### config.mk
export PLATFORM = sky130hd
export DESIGN_NAME = mem_refill_ctrl_flat
export DESIGN_NICKNAME = d
export VERILOG_FILES = /design/src/rtl/mem_refill_ctrl_pkg.sv /design/src/rtl/mem_refill_ctrl_if.sv /design/src/rtl/mem_refill_ctrl_beat_counter.sv /design/src/rtl/mem_refill_ctrl.sv /design/src/flat_wrapper.sv
export SDC_FILE = /design/constraint.sdc
export NUM_CORES = 1
export LEC_CHECK = 0
export ABC_CLOCK_PERIOD_IN_PS = 1900
export CORE_UTILIZATION = 40
export CTS_BUF_LIST = sky130_fd_sc_hd__clkbuf_4 sky130_fd_sc_hd__clkbuf_8
export CTS_CLUSTER_DIAMETER = 40
export DETAILED_ROUTE_END_ITERATION = 10
export GPL_TIMING_DRIVEN = 1
export PLACE_DENSITY = 0.81
export SKIP_CTS_REPAIR_TIMING = 1
export SLEW_MARGIN = 25
export SYNTH_ARGS = -nofsm -noshare
export SYNTH_HDL_FRONTEND = slang
export SYNTH_SLANG_ARGS = --single-unit
### constraint.sdc
create_clock -name i_clk -period 1.9 [get_ports i_clk]
set_clock_uncertainty 0.05 [all_clocks]
set_input_delay 0.57 -clock i_clk [delete_from_list [all_inputs] [get_ports i_clk]]
set_output_delay 0.57 -clock i_clk [all_outputs]
set_load 0.02 [all_outputs]
### src/rtl/mem_refill_ctrl_pkg.sv
// Shared types and helpers for the cache refill controller.
package mem_ctrl_pkg;

  typedef enum logic [2:0] {
    IDLE,
    WB_REQ,
    WB_BEAT,
    RD_REQ,
    RD_BEAT,
    DONE
  } refill_state_t;

  typedef enum logic {
    OWN_I,
    OWN_D
  } owner_t;

  // Number of byte-offset bits inside one cache line.
  function automatic int unsigned line_off_bits(input int unsigned block_words,
                                                input int unsigned data_width);
    return $clog2(block_words * data_width / 8);
  endfunction

endpackage

### src/rtl/mem_refill_ctrl_if.sv
// Request/beat handshake between the refill controller and the memory bus adapter.
interface mem_refill_ctrl_if #(
  parameter int unsigned ADDR_WIDTH = 64
) ();

  logic                  o_mem_req_valid;
  logic                  i_mem_req_ready;
  logic [ADDR_WIDTH-1:0] o_mem_req_addr;
  logic                  o_mem_req_we;
  logic                  i_mem_beat_valid;

  modport master (
    output o_mem_req_valid,
    output o_mem_req_addr,
    output o_mem_req_we,
    input  i_mem_req_ready,
    input  i_mem_beat_valid
  );

  modport slave (
    input  o_mem_req_valid,
    input  o_mem_req_addr,
    input  o_mem_req_we,
    output i_mem_req_ready,
    output i_mem_beat_valid
  );

endinterface

### src/rtl/mem_refill_ctrl_beat_counter.sv
// Beat counter for one line transfer; wraps naturally at a power-of-two line size.
module beat_counter #(
  parameter int unsigned WIDTH = 3
) (
  input  logic             i_clk,
  input  logic             i_arstn,
  input  logic             clear,
  input  logic             inc,
  output logic [WIDTH-1:0] count,
  output logic             last
);

  logic [WIDTH-1:0] count_q;
  logic [WIDTH-1:0] count_d;

  // Clear has priority over increment.
  always_comb begin
    count_d = count_q;
    if (clear) begin
      count_d = '0;
    end else if (inc) begin
      count_d = count_q + WIDTH'(1);
    end
  end

  // Counter register.
  always_ff @(posedge i_clk or negedge i_arstn) begin
    if (!i_arstn) begin
      count_q <= '0;
    end else begin
      count_q <= count_d;
    end
  end

  assign count = count_q;
  assign last  = (count_q == '1);

endmodule

### src/rtl/mem_refill_ctrl.sv
// Miss sequencer/arbiter between I-cache and D-cache for the single memory port.
// D-cache has fixed priority; dirty victims are written back before the refill.
module mem_refill_ctrl
  import mem_ctrl_pkg::*;
#(
  parameter int unsigned ADDR_WIDTH  = 64,
  parameter int unsigned DATA_WIDTH  = 64,
  parameter int unsigned BLOCK_WORDS = 8
) (
  input  logic                           i_clk,
  input  logic                           i_arstn,
  input  logic                           i_icache_miss,
  input  logic [ADDR_WIDTH-1:0]          i_icache_addr,
  input  logic                           i_dcache_miss,
  input  logic [ADDR_WIDTH-1:0]          i_dcache_addr,
  input  logic                           i_dcache_dirty,
  input  logic [ADDR_WIDTH-1:0]          i_dcache_wb_addr,
  mem_refill_ctrl_if.master              mem,
  output logic [$clog2(BLOCK_WORDS)-1:0] o_beat_idx,
  output logic                           o_icache_fill_we,
  output logic                           o_dcache_fill_we,
  output logic                           o_dcache_wb_rd,
  output logic                           o_icache_done,
  output logic                           o_dcache_done,
  output logic                           o_stall_fetch,
  output logic                           o_stall_mem
);

  localparam int unsigned IDX_W    = $clog2(BLOCK_WORDS);
  localparam int unsigned OFF_BITS = line_off_bits(BLOCK_WORDS, DATA_WIDTH);
  localparam logic [ADDR_WIDTH-1:0] LINE_MASK =
    ~((ADDR_WIDTH'(1) << OFF_BITS) - ADDR_WIDTH'(1));

  refill_state_t         state_q, state_d;
  owner_t                owner_q, owner_d;
  logic [ADDR_WIDTH-1:0] req_addr_q, req_addr_d;
  logic [ADDR_WIDTH-1:0] rd_addr_q, rd_addr_d;
  logic                  req_valid_q, req_we_q, wb_rd_q, i_done_q, d_done_q;
  logic                  cnt_clear, cnt_inc, cnt_last;
  logic [IDX_W-1:0]      cnt;
  logic                  busy;

  beat_counter #(.WIDTH(IDX_W)) u_beat_counter (
    .i_clk   (i_clk),
    .i_arstn (i_arstn),
    .clear   (cnt_clear),
    .inc     (cnt_inc),
    .count   (cnt),
    .last    (cnt_last)
  );

  // Next-state, owner/address latching and beat-counter control.
  always_comb begin
    state_d    = state_q;
    owner_d    = owner_q;
    req_addr_d = req_addr_q;
    rd_addr_d  = rd_addr_q;
    cnt_clear  = 1'b0;
    cnt_inc    = 1'b0;
    unique case (state_q)
      IDLE: begin
        cnt_clear = 1'b1;
        if (i_dcache_miss) begin
          owner_d   = OWN_D;
          rd_addr_d = i_dcache_addr & LINE_MASK;
          if (i_dcache_dirty) begin
            state_d    = WB_REQ;
            req_addr_d = i_dcache_wb_addr & LINE_MASK;
          end else begin
            state_d    = RD_REQ;
            req_addr_d = i_dcache_addr & LINE_MASK;
          end
        end else if (i_icache_miss) begin
          owner_d    = OWN_I;
          state_d    = RD_REQ;
          req_addr_d = i_icache_addr & LINE_MASK;
        end
      end
      WB_REQ: begin
        if (mem.i_mem_req_ready) begin
          state_d   = WB_BEAT;
          cnt_clear = 1'b1;
        end
      end
      WB_BEAT: begin
        cnt_inc = mem.i_mem_beat_valid;
        if (mem.i_mem_beat_valid && cnt_last) begin
          state_d    = RD_REQ;
          req_addr_d = rd_addr_q;
        end
      end
      RD_REQ: begin
        if (mem.i_mem_req_ready) begin
          state_d   = RD_BEAT;
          cnt_clear = 1'b1;
        end
      end
      RD_BEAT: begin
        cnt_inc = mem.i_mem_beat_valid;
        if (mem.i_mem_beat_valid && cnt_last) begin
          state_d = DONE;
        end
      end
      DONE:    state_d = IDLE;
      default: state_d = IDLE;
    endcase
  end

  // State register; registered outputs are decoded from the next state so
  // they line up with the state they belong to.
  always_ff @(posedge i_clk or negedge i_arstn) begin
    if (!i_arstn) begin
      state_q     <= IDLE;
      owner_q     <= OWN_I;
      req_addr_q  <= '0;
      rd_addr_q   <= '0;
      req_valid_q <= 1'b0;
      req_we_q    <= 1'b0;
      wb_rd_q     <= 1'b0;
      i_done_q    <= 1'b0;
      d_done_q    <= 1'b0;
    end else begin
      state_q     <= state_d;
      owner_q     <= owner_d;
      req_addr_q  <= req_addr_d;
      rd_addr_q   <= rd_addr_d;
      req_valid_q <= (state_d == WB_REQ) || (state_d == RD_REQ);
      req_we_q    <= (state_d == WB_REQ);
      wb_rd_q     <= (state_d == WB_BEAT);
      i_done_q    <= (state_d == DONE) && (owner_d == OWN_I);
      d_done_q    <= (state_d == DONE) && (owner_d == OWN_D);
    end
  end

  // DONE releases the stalls unless a fresh miss is already pending.
  assign busy = (state_q != IDLE) && (state_q != DONE);

  assign mem.o_mem_req_valid = req_valid_q;
  assign mem.o_mem_req_addr  = req_addr_q;
  assign mem.o_mem_req_we    = req_we_q;

  assign o_beat_idx       = cnt;
  assign o_dcache_wb_rd   = wb_rd_q;
  assign o_icache_done    = i_done_q;
  assign o_dcache_done    = d_done_q;
  assign o_icache_fill_we = (state_q == RD_BEAT) && mem.i_mem_beat_valid && (owner_q == OWN_I);
  assign o_dcache_fill_we = (state_q == RD_BEAT) && mem.i_mem_beat_valid && (owner_q == OWN_D);
  assign o_stall_mem      = i_arstn && (i_dcache_miss || busy);
  assign o_stall_fetch    = i_arstn && (i_icache_miss || o_stall_mem);

endmodule

### src/flat_wrapper.sv
// flat-port wrapper written by rule: the top's interface ports become plain ports
module mem_refill_ctrl_flat import mem_ctrl_pkg::*;
#(
  parameter int unsigned ADDR_WIDTH  = 64,
  parameter int unsigned DATA_WIDTH  = 64,
  parameter int unsigned BLOCK_WORDS = 8
)
  (i_clk, i_arstn, i_icache_miss, i_icache_addr, i_dcache_miss, i_dcache_addr, i_dcache_dirty, i_dcache_wb_addr, o_beat_idx, o_icache_fill_we, o_dcache_fill_we, o_dcache_wb_rd, o_icache_done, o_dcache_done, o_stall_fetch, o_stall_mem, mem_o_mem_req_valid, mem_o_mem_req_addr, mem_o_mem_req_we, mem_i_mem_req_ready, mem_i_mem_beat_valid);
  mem_refill_ctrl_if #(.ADDR_WIDTH(ADDR_WIDTH)) mem_i ();
  input  logic i_clk;
  input  logic i_arstn;
  input  logic i_icache_miss;
  input  logic [ADDR_WIDTH-1:0] i_icache_addr;
  input  logic i_dcache_miss;
  input  logic [ADDR_WIDTH-1:0] i_dcache_addr;
  input  logic i_dcache_dirty;
  input  logic [ADDR_WIDTH-1:0] i_dcache_wb_addr;
  output logic [$clog2(BLOCK_WORDS)-1:0] o_beat_idx;
  output logic o_icache_fill_we;
  output logic o_dcache_fill_we;
  output logic o_dcache_wb_rd;
  output logic o_icache_done;
  output logic o_dcache_done;
  output logic o_stall_fetch;
  output logic o_stall_mem;
  output wire logic [$bits(mem_i.o_mem_req_valid)-1:0] mem_o_mem_req_valid;
  output wire logic [$bits(mem_i.o_mem_req_addr)-1:0] mem_o_mem_req_addr;
  output wire logic [$bits(mem_i.o_mem_req_we)-1:0] mem_o_mem_req_we;
  input wire logic [$bits(mem_i.i_mem_req_ready)-1:0] mem_i_mem_req_ready;
  input wire logic [$bits(mem_i.i_mem_beat_valid)-1:0] mem_i_mem_beat_valid;
  assign mem_o_mem_req_valid = mem_i.o_mem_req_valid;
  assign mem_o_mem_req_addr = mem_i.o_mem_req_addr;
  assign mem_o_mem_req_we = mem_i.o_mem_req_we;
  assign mem_i.i_mem_req_ready = mem_i_mem_req_ready;
  assign mem_i.i_mem_beat_valid = mem_i_mem_beat_valid;
  mem_refill_ctrl #(.ADDR_WIDTH(ADDR_WIDTH), .DATA_WIDTH(DATA_WIDTH), .BLOCK_WORDS(BLOCK_WORDS)) u_core (.i_clk(i_clk), .i_arstn(i_arstn), .i_icache_miss(i_icache_miss), .i_icache_addr(i_icache_addr), .i_dcache_miss(i_dcache_miss), .i_dcache_addr(i_dcache_addr), .i_dcache_dirty(i_dcache_dirty), .i_dcache_wb_addr(i_dcache_wb_addr), .mem(mem_i), .o_beat_idx(o_beat_idx), .o_icache_fill_we(o_icache_fill_we), .o_dcache_fill_we(o_dcache_fill_we), .o_dcache_wb_rd(o_dcache_wb_rd), .o_icache_done(o_icache_done), .o_dcache_done(o_dcache_done), .o_stall_fetch(o_stall_fetch), .o_stall_mem(o_stall_mem));
endmodule
==> results.sh <==
export IMPL_max_freq_ghz=0.446
export IMPL_firstDrtPassIters=5
export IMPL_power_frac_comb=0.567
export IMPL_drtAntennaViolNets=0
export IMPL_cts_root_buf="clkbuf_8"
export IMPL_internal_power_w=0.0107
export IMPL_path_cells="nor4bb_4 -> nor2b_4 -> buf_6"
export IMPL_r2r_start="u_core.u_beat_counter.count[1]"
export IMPL_wl_per_cell_um=19.4
export IMPL_cts_buffers=17
export IMPL_tns_ps=-2620
export IMPL_grt_usage=0.215
export IMPL_die_area_um2=16800
export IMPL_drv_cap=0
export IMPL_viasPerCell=5.32
export IMPL_overflow=0
export IMPL_drt_iter0_drc=192
export IMPL_initial_utilization=0.409
export IMPL_worstMarginPinSlew_ps=840
export IMPL_slew_violations=0
export IMPL_fin_util=0.710
export IMPL_max_slew_margin=0.440
export IMPL_cts_tree="built"
export IMPL_ir_worst_vdd_mv=0.828
export IMPL_syn_to_final_growth_pct=73.5
export IMPL_num_antenna_cells=0
export IMPL_setup_viol=40
export IMPL_coreArea_um2=15900
export IMPL_crit_required_ps=1280
export IMPL_clkTransAtPathRegs_ps=80
export IMPL_crit_path_end_kind="output pin"
export IMPL_dp_cells=1084
export IMPL_grt_max_degree=80
export IMPL_instances_no_fill=1151
export IMPL_min_period_over_period=1.18
export IMPL_drive_gt1_frac=0.288
export IMPL_wl_um=22300
export IMPL_synth_top_area_cell="dfrtp_1"
export IMPL_io_pins=275
export IMPL_drc=0
export IMPL_crit_path_top_delay_cell="dfrtp_4"
export IMPL_worstSetupStartpoint="u_core.state_q[1]"
export IMPL_syn_inst=641
export IMPL_ys_flop_type="dfrtp_1"
export IMPL_critPathTopFamily="simple AND/OR/NAND/NOR gates"
export IMPL_min_period_ps=2240
export IMPL_p_leak_nw=5.19
export IMPL_layout_setup_ws_ps=-344
export IMPL_grt_pass1_vias=5617
export IMPL_yosys_cell_count_top_type="dfrtp_1"
export IMPL_power_share_clock=0.145
export IMPL_cts_sinks=128
export IMPL_switchingPower_w=0.00679
export IMPL_cts_max_path_buffers=2
export IMPL_antenna_found_initial=1
export IMPL_cp_max_fo=3
export IMPL_dieWidth_um=130
export IMPL_netlist_top_cells_count="dfrtp_1 (128), nor2_1 (124), a21oi_1 (117)"
export IMPL_worst_setup_path_start_kind="flip-flop"
export IMPL_vias=6129
export IMPL_yosysSeqAreaShare=0.492
export IMPL_hp_class="input port to async pin"
export IMPL_place_hpwl_um=13000
export IMPL_status="complete, but fails checks"
export IMPL_finalNetCount=1123
export IMPL_avgSynthCellArea_um2=10.1
export IMPL_finalHoldViolCount=0
export IMPL_ys_ff_latch=128
export IMPL_p_per_area_nw_per_um2=1550
export IMPL_ys_types=31
export IMPL_place_congestion=0.768
export IMPL_slowest_delay_ps=510
export IMPL_p_sw_frac=0.388
export IMPL_portBuffers=250
export IMPL_arrival_ps=1620
export IMPL_cp_buffers_inverters=1
export IMPL_placementRows=46
export IMPL_violations="setup timing"
export IMPL_p_seq_frac=0.288
export IMPL_h_tree_depth=4
export IMPL_insertion_delay_ps=450
export IMPL_synth_top_area_frac=0.492
export IMPL_grt_setup_unrepaired="yes"
export IMPL_synth_edf_count=0
export IMPL_yosys_warnings=0
export IMPL_async_flop_share=1.00
export IMPL_synthTopCellsByArea="dfrtp_1 (49%), mux2_2 (10%), mux2i_1 (9.4%)"
export IMPL_synth_area_um2=6500
export IMPL_grt_pass1_wl_um=27800
export IMPL_crit_type="flip-flop to output pin"
export IMPL_dieHeight_um=130
export IMPL_p_total_w=0.0175
metrics by stage:
stage,area (um^2),hold WS [ps],setup slack (ps)
after global routing,11300,326,-407
after CTS,9750,-76.8,-882
after floorplan,6540,224,6.22
after global placement,9330,420,-873
final,11300,271,-344
after detailed placement,9330,426,-872
sequential cells by signal, indices dropped and copies added, names as in the netlist:
signal,cells
u_core.mem.o_mem_req_addr,58
u_core.rd_addr_q,58
u_core.state_q,3
u_core.u_beat_counter.count,3
u_core.mem.o_mem_req_valid,1
u_core.mem.o_mem_req_we,1
u_core.o_dcache_done,1
u_core.o_dcache_wb_rd,1
u_core.o_icache_done,1
u_core.owner_q,1
path summary, 6_finish.rpt:
check,cells past startpoint,end,slack (ps)
setup / recovery,3,o_icache_fill_we,-340
hold / removal,2,u_core.rd_addr_q[13],270
setup reg to reg,10,u_core.mem.o_mem_req_addr[17],-100
hold reg to reg,1,u_core.rd_addr_q[48],460
max in group asynchronous,2,u_core.mem.o_mem_req_addr[33],950
min in group i_clk,1,u_core.rd_addr_q[48],460
routing by layer:
layer	vias up	global-route usage	wire length [um]
met4	2	0.0869	508
met5	-	0	13
li1	2850	-	-
met2	215	0.368	11600
met3	43	0.0714	1510
met1	3019	0.249	8750
final cells by class:
| type | count | area [um^2] |
|---|---|---|
| repair buffers | 318 | 3710 |
| flip-flops and latches | 128 | 3210 |
| inverters | 2 | 7.51 |
| well taps | 216 | 270 |
| fillers | 1107 | 4600 |
| clock inverters | 10 | 134 |
| multi-input cells | 455 | 3660 |
| clock buffers | 22 | 290 |
power by group through the flow:
stage / Combinational (W) / Clock [W] / Sequential [W]
after CTS: 0.00709 / 0.00256 / 0.00482
after global routing: 0.0105 / 0.00269 / 0.00521
after global placement: 0.00688 / 0 / 0.00480
final: 0.00993 / 0.00254 / 0.00505
after floorplan: 0.00335 / 0 / 0.00556
after detailed placement: 0.00706 / 0 / 0.00486
cells in the final DEF (no fill, tap or decap), drive strengths merged, types with 5 or more instances in the layout:
cell / netlist / routed
dfrtp: 128 / 128
clkinv: 0 / 5
buf: 42 / 62
conb: 1 / 6
a21oi: 117 / 117
dlymetal6s2s: 0 / 67
a211oi: 58 / 58
clkbuf: 19 / 34
mux2: 58 / 58
mux2i: 61 / 61
clkdlybuf4s50: 0 / 176
nor2: 124 / 124
worst register-to-register path: stages (launching register included):
cell	delay [ps]
dfrtp_1	420
ha_4	160
ha_4	130
nand2_4	60
a2111oi_4	350
buf_6	190
buf_12	110
clkbuf_16	140
buf_12	130
nor2_2	40
a21oi_1	140
kinds of logic (layout without fill, tap and decap cells):
kind of cell	Yosys count	in the layout	share of synthesized area
buffers and inverters	63	352	0.0477
other	1	6	0.000577
xor gates and xnor gates	3	3	0.00404
muxes	119	119	0.194
adders and majority gates	2	2	0.00385
DFF	128	128	0.492
and+or+nand+nor	143	143	0.0883
AOI/OAI and AO/OA	182	182	0.169
Note: power is estimated with default switching activity, not from simulation.
